==> config.mk <==
export PLATFORM = sky130hd
export DESIGN_NAME = mdio_responder
export DESIGN_NICKNAME = d
export VERILOG_FILES = /design/src/rtl/mdio_pkg.sv /design/src/rtl/mdio_edge_sync.sv /design/src/rtl/mdio_responder.sv
export SDC_FILE = /design/constraint.sdc
export NUM_CORES = 1
export LEC_CHECK = 0
export BUFFER_PORTS_ARGS = -buffer_cell sky130_fd_sc_hd__buf_4
export CAP_MARGIN = 20
export CORE_UTILIZATION = 45
export CTS_CLUSTER_DIAMETER = 60
export DETAILED_ROUTE_END_ITERATION = 10
export GPL_ROUTABILITY_DRIVEN = 0
export PLACE_DENSITY_LB_ADDON = 0.25
export SYNTH_ARGS = -nofsm -noshare
export SYNTH_HDL_FRONTEND = slang
export SYNTH_HIERARCHICAL = 1
export SYNTH_SLANG_ARGS = --single-unit
==> constraint.sdc <==
create_clock -name CLK -period 5.8 [get_ports CLK]
set_input_delay 0.29 -clock CLK [delete_from_list [all_inputs] [get_ports CLK]]
set_output_delay 0.29 -clock CLK [all_outputs]
set_load 0.05 [all_outputs]
==> src/rtl/mdio_pkg.sv <==
// Shared MDIO (Clause 22) definitions: frame FSM states, opcodes and frame geometry.
package mdio_pkg;

  typedef enum logic [3:0] {
    IDLE, ST2, OP, PHYAD, REGAD, TA, RDATA, WDATA, SKIP
  } mdio_state_e;

  localparam logic [1:0] OP_READ    = 2'b10;
  localparam logic [1:0] OP_WRITE   = 2'b01;
  localparam int         FRAME_BITS = 32;
  // TA plus data: the tail of a frame after the 14 header bits
  localparam int         TAIL_BITS  = FRAME_BITS - 14;

endpackage

==> src/rtl/mdio_edge_sync.sv <==
// Brings MDC/MDIO into the local clock domain and flags each synchronized MDC rising edge.
module mdio_edge_sync #(
  parameter int SYNC_STAGES = 2
) (
  input  logic clk,
  input  logic srst,
  input  logic i_mdc,
  input  logic i_mdd,
  output logic o_rise,
  output logic o_mdd
);

  logic [SYNC_STAGES-1:0] r_mdc_sync;
  logic [SYNC_STAGES-1:0] r_mdd_sync;
  logic                   r_mdc_prev;

  // Both lines see identical delay, so o_mdd is the bit present at the MDC edge
  always_ff @(posedge clk) begin
    if (srst) begin
      r_mdc_sync <= '0;
      r_mdd_sync <= '1;
      r_mdc_prev <= 1'b0;
    end else begin
      r_mdc_sync <= {r_mdc_sync[SYNC_STAGES-2:0], i_mdc};
      r_mdd_sync <= {r_mdd_sync[SYNC_STAGES-2:0], i_mdd};
      r_mdc_prev <= r_mdc_sync[SYNC_STAGES-1];
    end
  end

  assign o_rise = r_mdc_sync[SYNC_STAGES-1] & ~r_mdc_prev;
  assign o_mdd  = r_mdd_sync[SYNC_STAGES-1];

endmodule

==> src/rtl/mdio_responder.sv <==
// Clause-22 MDIO management slave: decodes frames from oversampled MDC/MDIO and
// serves reads/writes through a 32x16 register-file port.
module mdio_responder
  import mdio_pkg::*;
#(
  parameter logic [4:0] PHY_ADDR     = 5'd7,
  parameter bit         BCAST_EN     = 1'b1,
  parameter int         PREAMBLE_MIN = 32,
  parameter int         SYNC_STAGES  = 2
) (
  input  logic        CLK,
  input  logic        RST,
  input  logic        mdc,
  input  logic        mdd_i,
  output logic        mdd_o,
  output logic        mdd_oe,
  output logic [4:0]  reg_addr,
  output logic        reg_rd_en,
  input  logic [15:0] reg_rd_data,
  output logic        reg_wr_en,
  output logic [15:0] reg_wr_data,
  output logic        busy,
  output logic        frame_err
);

  localparam logic [5:0] PRE_MIN  = 6'(PREAMBLE_MIN);
  localparam logic [4:0] SKIP_END = 5'(TAIL_BITS - 1);

  logic        w_rise, w_bit, w_match;
  logic [1:0]  w_op;

  mdio_state_e r_state;
  logic [4:0]  r_bit_cnt, r_phyad, r_regad, r_reg_addr;
  logic [5:0]  r_pre_cnt;
  logic [15:0] r_shift, r_wr_data;
  logic        r_op_hi, r_is_read, r_rd_latch;
  logic        r_mdd_o, r_mdd_oe, r_rd_en, r_wr_en, r_busy, r_frame_err;

  mdio_edge_sync #(.SYNC_STAGES(SYNC_STAGES)) u_sync (
    .clk   (CLK),
    .srst  (RST),
    .i_mdc (mdc),
    .i_mdd (mdd_i),
    .o_rise(w_rise),
    .o_mdd (w_bit)
  );

  assign w_op    = {r_op_hi, w_bit};
  // Broadcast address is honoured for writes only; a read to it would collide on the bus
  assign w_match = (r_phyad == PHY_ADDR) || (BCAST_EN && (r_phyad == 5'd0) && !r_is_read);

  always_ff @(posedge CLK) begin
    if (RST) begin
      r_state     <= IDLE;
      r_bit_cnt   <= '0;
      r_pre_cnt   <= '0;
      r_phyad     <= '0;
      r_regad     <= '0;
      r_reg_addr  <= '0;
      r_shift     <= '0;
      r_wr_data   <= '0;
      r_op_hi     <= 1'b0;
      r_is_read   <= 1'b0;
      r_rd_latch  <= 1'b0;
      r_mdd_o     <= 1'b1;
      r_mdd_oe    <= 1'b0;
      r_rd_en     <= 1'b0;
      r_wr_en     <= 1'b0;
      r_busy      <= 1'b0;
      r_frame_err <= 1'b0;
    end else begin
      r_rd_en     <= 1'b0;
      r_wr_en     <= 1'b0;
      r_frame_err <= 1'b0;
      r_rd_latch  <= r_rd_en;
      if (r_rd_latch) r_shift <= reg_rd_data;
      if (w_rise) begin
        case (r_state)
          IDLE: begin
            if (w_bit) begin
              if (r_pre_cnt != 6'd32) r_pre_cnt <= r_pre_cnt + 6'd1;
            end else begin
              if (r_pre_cnt >= PRE_MIN) r_state <= ST2;
              r_pre_cnt <= '0;
            end
          end
          ST2: begin
            if (w_bit) begin
              r_state   <= OP;
              r_busy    <= 1'b1;
              r_bit_cnt <= '0;
            end else begin
              r_frame_err <= 1'b1;
              r_state     <= IDLE;
            end
          end
          OP: begin
            if (r_bit_cnt == 5'd0) begin
              r_op_hi   <= w_bit;
              r_bit_cnt <= 5'd1;
            end else begin
              r_bit_cnt <= '0;
              if (w_op == OP_READ || w_op == OP_WRITE) begin
                r_is_read <= (w_op == OP_READ);
                r_state   <= PHYAD;
              end else begin
                r_frame_err <= 1'b1;
                r_busy      <= 1'b0;
                r_state     <= IDLE;
              end
            end
          end
          PHYAD: begin
            r_phyad   <= {r_phyad[3:0], w_bit};
            r_bit_cnt <= (r_bit_cnt == 5'd4) ? 5'd0 : r_bit_cnt + 5'd1;
            if (r_bit_cnt == 5'd4) r_state <= REGAD;
          end
          REGAD: begin
            r_regad   <= {r_regad[3:0], w_bit};
            r_bit_cnt <= (r_bit_cnt == 5'd4) ? 5'd0 : r_bit_cnt + 5'd1;
            if (r_bit_cnt == 5'd4) begin
              r_reg_addr <= {r_regad[3:0], w_bit};
              r_state    <= w_match ? TA : SKIP;
              r_rd_en    <= w_match && r_is_read;
            end
          end
          TA: begin
            if (r_bit_cnt == 5'd0) begin
              r_bit_cnt <= 5'd1;
              if (r_is_read) begin
                r_mdd_oe <= 1'b1;
                r_mdd_o  <= 1'b0;
              end
            end else begin
              r_bit_cnt <= '0;
              r_state   <= r_is_read ? RDATA : WDATA;
              if (r_is_read) begin
                r_mdd_o <= r_shift[15];
                r_shift <= {r_shift[14:0], 1'b0};
              end
            end
          end
          RDATA: begin
            if (r_bit_cnt == 5'd15) begin
              r_mdd_oe  <= 1'b0;
              r_mdd_o   <= 1'b1;
              r_busy    <= 1'b0;
              r_bit_cnt <= '0;
              r_state   <= IDLE;
            end else begin
              r_mdd_o   <= r_shift[15];
              r_shift   <= {r_shift[14:0], 1'b0};
              r_bit_cnt <= r_bit_cnt + 5'd1;
            end
          end
          WDATA: begin
            r_shift <= {r_shift[14:0], w_bit};
            if (r_bit_cnt == 5'd15) begin
              r_wr_data <= {r_shift[14:0], w_bit};
              r_wr_en   <= 1'b1;
              r_busy    <= 1'b0;
              r_bit_cnt <= '0;
              r_state   <= IDLE;
            end else begin
              r_bit_cnt <= r_bit_cnt + 5'd1;
            end
          end
          SKIP: begin
            if (r_bit_cnt == SKIP_END) begin
              r_busy    <= 1'b0;
              r_bit_cnt <= '0;
              r_state   <= IDLE;
            end else begin
              r_bit_cnt <= r_bit_cnt + 5'd1;
            end
          end
          default: r_state <= IDLE;
        endcase
      end
    end
  end

  assign mdd_o       = r_mdd_o;
  assign mdd_oe      = r_mdd_oe;
  assign reg_addr    = r_reg_addr;
  assign reg_rd_en   = r_rd_en;
  assign reg_wr_en   = r_wr_en;
  assign reg_wr_data = r_wr_data;
  assign busy        = r_busy;
  assign frame_err   = r_frame_err;

endmodule

Word level (Yosys, flattened, before mapping):

Cells that the tools add are included.

* output and inout port bits: 27
* register bits: 75
* input bits: 20
* logic and storage cells: 134

* reduce and logical (&&, ||, !) cells: 29
* order comparisons: 1
* add/sub/neg operators: 2
* mux-type cells: 46
* bitwise gates (word level): 7
* equal/unequal tests: 29

Operator list (count)
* 16-bit two-way mux: 5
* 16-bit one-hot mux with 3 select lines: 1
* 4-bit two-way mux: 9
* 4-bit one-hot mux with 8 select lines: 1
* 5-bit one-hot mux with 5 select lines: 1
* 2-bit inequality test, second input constant: 12
* 5-bit two-way mux: 4
* 3-bit AND reduction: 6
* 1-bit two-way mux: 17
* 4-bit by 3-bit == test with 1-bit output, second input constant: 4
* 6-bit two-way mux: 2
* 5-bit by 3-bit == test with 1-bit output, second input constant: 2
* 5-bit zero test: 2
* 9-bit AND reduction: 1
* 4-bit by 2-bit == test with 1-bit output, second input constant: 2
* 2-bit OR reduction: 4
* 7-bit AND reduction: 1
* 6-bit by 1-bit adder with 6-bit output, second input constant: 1
* 6-bit greater-or-equal comparator, second input constant: 1
* 6-bit inequality test, second input constant: 1
* 1-bit inverter: 6
* 1-bit one-hot mux with 2 select lines: 3
* 5-bit by 1-bit adder with 5-bit output, second input constant: 1
* 5-bit by 4-bit == test with 1-bit output, second input constant: 1
* 21 further kinds: 26

Longest topological paths before layout:

* depth in word-level cells: 6
* depth in mapped cells: 8
* depth with buffers taken out: 8

By module:

The synthesis kept the hierarchy.

By module, submodules not included
* mdio_responder: cells each 381, area an instance 3602.2 um2, times used 1, seq. area each 1401.3 um2
* mdio_edge_sync: cells each 11, area an instance 145.1 um2, times used 1, seq. area each 100.1 um2

Worst setup path after synthesis:

No wires, ideal clock.

* kind: reg2reg
* start: register r_bit_cnt[0]
* end: register r_shift[10]
* data required time: 5.732 ns
* library setup time: 0.068 ns
* arrival time: 1.948 ns
* cell stages (with the launch flop): 8
* clock period less this slack: 2.016 ns
* buffers on the path: 1
* slack: 3.784 ns
* cells stage by stage: dfxtp_1 -> ha_1 -> and3_1 -> ha_1 -> a21o_1 -> a2111oi_4 -> buf_6 -> o2bb2ai_2

* longest elaborated chain between the ends: 4
* elaborated cells between the ends (all ways): 6
* classes of those cells: eq/ne (1); mux (4); reduce/logical (1)

RTL lines
* from (decl): RTL line mdio_responder.sv:33 `logic [4:0] r_bit_cnt, r_phyad, r_regad, r_reg_addr;`
* from (signal assigned): RTL line mdio_responder.sv:115 `r_bit_cnt <= (r_bit_cnt == 5'd4) ? 5'd0 : r_bit_cnt + 5'd1;`
* from (signal assigned): RTL line mdio_responder.sv:120 `r_bit_cnt <= (r_bit_cnt == 5'd4) ? 5'd0 : r_bit_cnt + 5'd1;`
* from (signal assigned): RTL line mdio_responder.sv:153 `r_bit_cnt <= r_bit_cnt + 5'd1;`
* 5-bit by 4-bit == test with 1-bit output / 5-bit zero test (equally long branches): RTL line mdio_responder.sv:144, mdio_responder.sv:128
* 16-bit two-way mux (on tied branches): RTL line mdio_responder.sv:144, mdio_responder.sv:128
* 16-bit one-hot mux with 3 select lines (*): RTL line mdio_responder.sv:78 `case (r_state)`
* 16-bit two-way mux (*): RTL line mdio_responder.sv:77 `if (w_rise) begin`
* to (signal assigned): RTL line mdio_responder.sv:76 `if (r_rd_latch) r_shift <= reg_rd_data;`
* to (signal assigned): RTL line mdio_responder.sv:152 `r_shift <= {r_shift[14:0], 1'b0};`
* to (signal assigned): RTL line mdio_responder.sv:157 `r_shift <= {r_shift[14:0], w_bit};`
* to (decl): RTL line mdio_responder.sv:35 `logic [15:0] r_shift, r_wr_data;`

Every way passes the cells marked *; elsewhere a longest branch is shown, timed or not.
A chain may end at the register's enable or synchronous reset.

Worst setup path after layout:

* start: register r_bit_cnt[0]
* end: register r_shift[6]

Same word-level chain as after synthesis.

==> out/qor.yml <==
outcome:
  status: "finished clean"
cts:
  postCtsSetupBuffers: 0
  cts_max_path_buffers: 2
  path_clk_slew_ns: 0.09
  cts_resized: 0
  cts_tree: "yes"
  cts_hold_buf: 0
  numClockSinks: 75
  cts-root-buf: "clkbuf_8"
  insertion_delay_ns: 0.35
  numCtsBuffers: 9
  htree_levels: 3
yosys:
  synth_cell_types: 69
  synth_fp_nets: 420
  synthArstFlopShare_pct: 0
  ys_ff_latch: 75
  synth_warnings: 6
  syn_inst: 392
  synth_edf_count: 0
  ys.flop_type: "dfxtp_1"
  syn_area_um2: 3750
  syn_avg_cell_area_um2: 9.56
  yosysSeqAreaShare_pct: 40.1
timing:
  setup_viol: 0
  worst_slack_ns: 3.24
  tightest_slew_ns: 1.10
  fin_worst_skew_ns: 0.0201
  slew_violations: 0
  finalSetupTns_ns: 0
  final_hold_viol_count: 0
  fmax_mhz: 391
  relSlewSlack_pct: 26.7
  fin_crit_ns: 2.56
  period_share_pct: 44.1
  rsz0062_at_grt: "false"
floorplan:
  io_pins: 47
  dieArea_um2: 8700
  core_um2: 7890
  initial_core_util_pct: 47.5
  die_h_um: 93.3
  fp-row-count: 32
  die_w_um: 93.3
final_layout:
  drive_gt1_share_pct: 23.1
  fin_nets: 452
  diodes: 0
  num-fill-cells: 757
  regArea_um2: 1500
  area_delta_synth_final_pct: 13.7
  multi_input_area_um2: 2050
route:
  vias_per_cell: 5.43
  ant_nets: 0
  first_pass_iters: 6
  num_vias: 2885
  initialDrtViolationCount: 148
  routedWlPerCell_um: 14.4
  wirelength_mm: 7.67
  drc: 0
global_routing:
  grt_pass1_vias: 2744
  overflow: 0
  grt_pass1_wl_mm: 13.1
  grt_max_degree: 67
  track_usage_pct: 19.1
  antenna_found_initial: 0
setup_path:
  crit_path_start: "r_bit_cnt[0]"
  cp.required_ns: 6.07
  critical-path-slowest-cell: "a2111oi_4"
  worst_path_most_repeated_cell: "ha_1"
  r2r_start: "r_bit_cnt[0]"
  cp_cell_sequence: "ha_1 > and3_1 > ha_1 > a21o_1 > a2111oi_4 > o2bb2ai_1"
  path_max_fanout: 15
  critPathMaxStageDelay_ns: 1.00
  startpoint_type: "flop"
  cp.arrival_ns: 2.83
  reg2reg_depth: 6
  cp-end-kind: "flop"
  path_class: "reg -> reg"
worst_hold_path:
  min_from: "mdd_i"
  hold_path_class: "in -> reg"
  min_path_cells: 2
placement:
  preCtsSetupSlack_ns: 3.22
  dp_hpwl_mm: 5.29
  numPortBuffers: 46
power_and_ir_drop:
  vdd_drop_max_mv: 0.204
  power_density_nw_per_um2: 217
  p_total_uw: 924
  leakagePower_uw: 0.00158
run:
  drv_cap: 0
metal layers:
metal	wire length [um]	up-vias	GRT usage, %
li1	-	1471	-
met1	3800	1357	26.3
met2	3490	50	29.7
met3	308	7	5.04
met4	71	0	4.49
met5	0	-	0
cell usage in the layout, fill, tap and decap left out, types with 3 or more instances in the layout:
cell type,instances
or4b_4,3
nor3_1,5
nor2b_1,6
buf_4,47
nand2b_1,8
and2_1,4
mux2i_1,34
o21ai_0,14
and2b_2,3
nand3b_1,5
dfxtp_1,75
o2bb2ai_2,10
a21o_1,3
a21oi_1,30
nand4_1,3
inv_6,3
nand2_1,41
or3_1,5
o211ai_1,6
o2bb2ai_1,5
ha_1,8
inv_1,12
clkbuf_8,9
and3_1,3
nand3_1,6
nor2_1,24
state kept, by name (all words and copies together) (netlist names):
register and cells:
mdd_o 1, r_shift 16, reg_wr_en 1, u_sync/r_mdc_sync 2, r_rd_latch 1, r_bit_cnt 5
mdd_oe 1, reg_rd_en 1, reg_wr_data 16, r_phyad 5, u_sync/r_mdc_prev 1, u_sync/r_mdd_sync 2
r_pre_cnt 6, busy 1, r_state 4, r_op_hi 1, frame_err 1, r_is_read 1
r_regad 4, reg_addr 5
worst paths after layout:
| kind | end | slack [ns] |
|---|---|---|
| hold reg to reg | u_sync/r_mdd_sync[1] | 0.41 |
| setup reg to reg | r_shift[6] | 3.24 |
| hold / removal | u_sync/r_mdd_sync[0] | 0.12 |
| setup / recovery | r_shift[6] | 3.24 |
where the power goes:
group	switching, uW	internal (uW)
logic	16.5	13.6
clock network	213	162
registers	2.15	516
total	232	692
cells by family after synthesis:
family                     count (synthesis)  synth area share (%)
muxes                                     36                  9.78
DFF                                       75                  40.1
buffers and inverters                     38                  5.17
AOI/OAI and AO/OA                         94                  19.8
and+or+nand+nor                          141                  22.5
adders and majority gates                  8                  2.67
cell type report:
| class | count | share of cell area [%] |
|---|---|---|
| flip-flops and latches | 75 | 35.2 |
| inverters | 12 | 1.06 |
| clock buffers | 9 | 2.91 |
| well taps | 102 | 3.00 |
| multi-input cells | 279 | 48.2 |
| repair buffers | 47 | 8.28 |
| clock inverters | 7 | 1.35 |
synthesized netlist by cell type (3+ instances only):
| library cell | instances | area [um2] |
|---|---|---|
| mux2i_1 | 34 | 340 |
| a21o_1 | 3 | 22.5 |
| nand2b_1 | 8 | 50.1 |
| nand2_1 | 41 | 154 |
| nor2b_1 | 6 | 37.5 |
| ha_1 | 8 | 100 |
| clkbuf_1 | 15 | 56.3 |
| o21ai_0 | 14 | 70.1 |
| nand4_1 | 3 | 18.8 |
| and2_1 | 4 | 25.0 |
| o2bb2ai_2 | 10 | 150 |
| inv_1 | 12 | 45.0 |
| or4b_4 | 3 | 41.3 |
| and3_1 | 3 | 18.8 |
| nand3_1 | 6 | 30.0 |
| nand3b_1 | 5 | 37.5 |
| and2b_2 | 3 | 26.3 |
| buf_6 | 6 | 67.6 |
| buf_2 | 5 | 25.0 |
| nor2_1 | 24 | 90.1 |
| or3_1 | 5 | 31.3 |
| nor3_1 | 5 | 25.0 |
| o211ai_1 | 6 | 45.0 |
| dfxtp_1 | 75 | 1500 |
| a21oi_1 | 30 | 150 |
| o2bb2ai_1 | 5 | 43.8 |
through the flow:
stage	utilization, %	cells	hold slack (ns)	instance area (um2)
floorplan	-	392	0.383	3750
global placement	51.7	515	0.388	4080
detailed placement	51.7	515	0.389	4080
CTS	54.0	531	0.108	4260
global route	54.0	531	0.0993	4260
finish	54.0	531	0.119	4260
worst max-delay path: cells and delay by family (launching register included):
family,cells,cell delay [ns]
adder cells (fa/ha/maj),2,0.50
flip-flops,1,0.36
AND/OR/NAND/NOR,1,0.20
AO/OA/AOI/OAI,3,1.43
No activity file was read; power rests on OpenSTA's default activity.
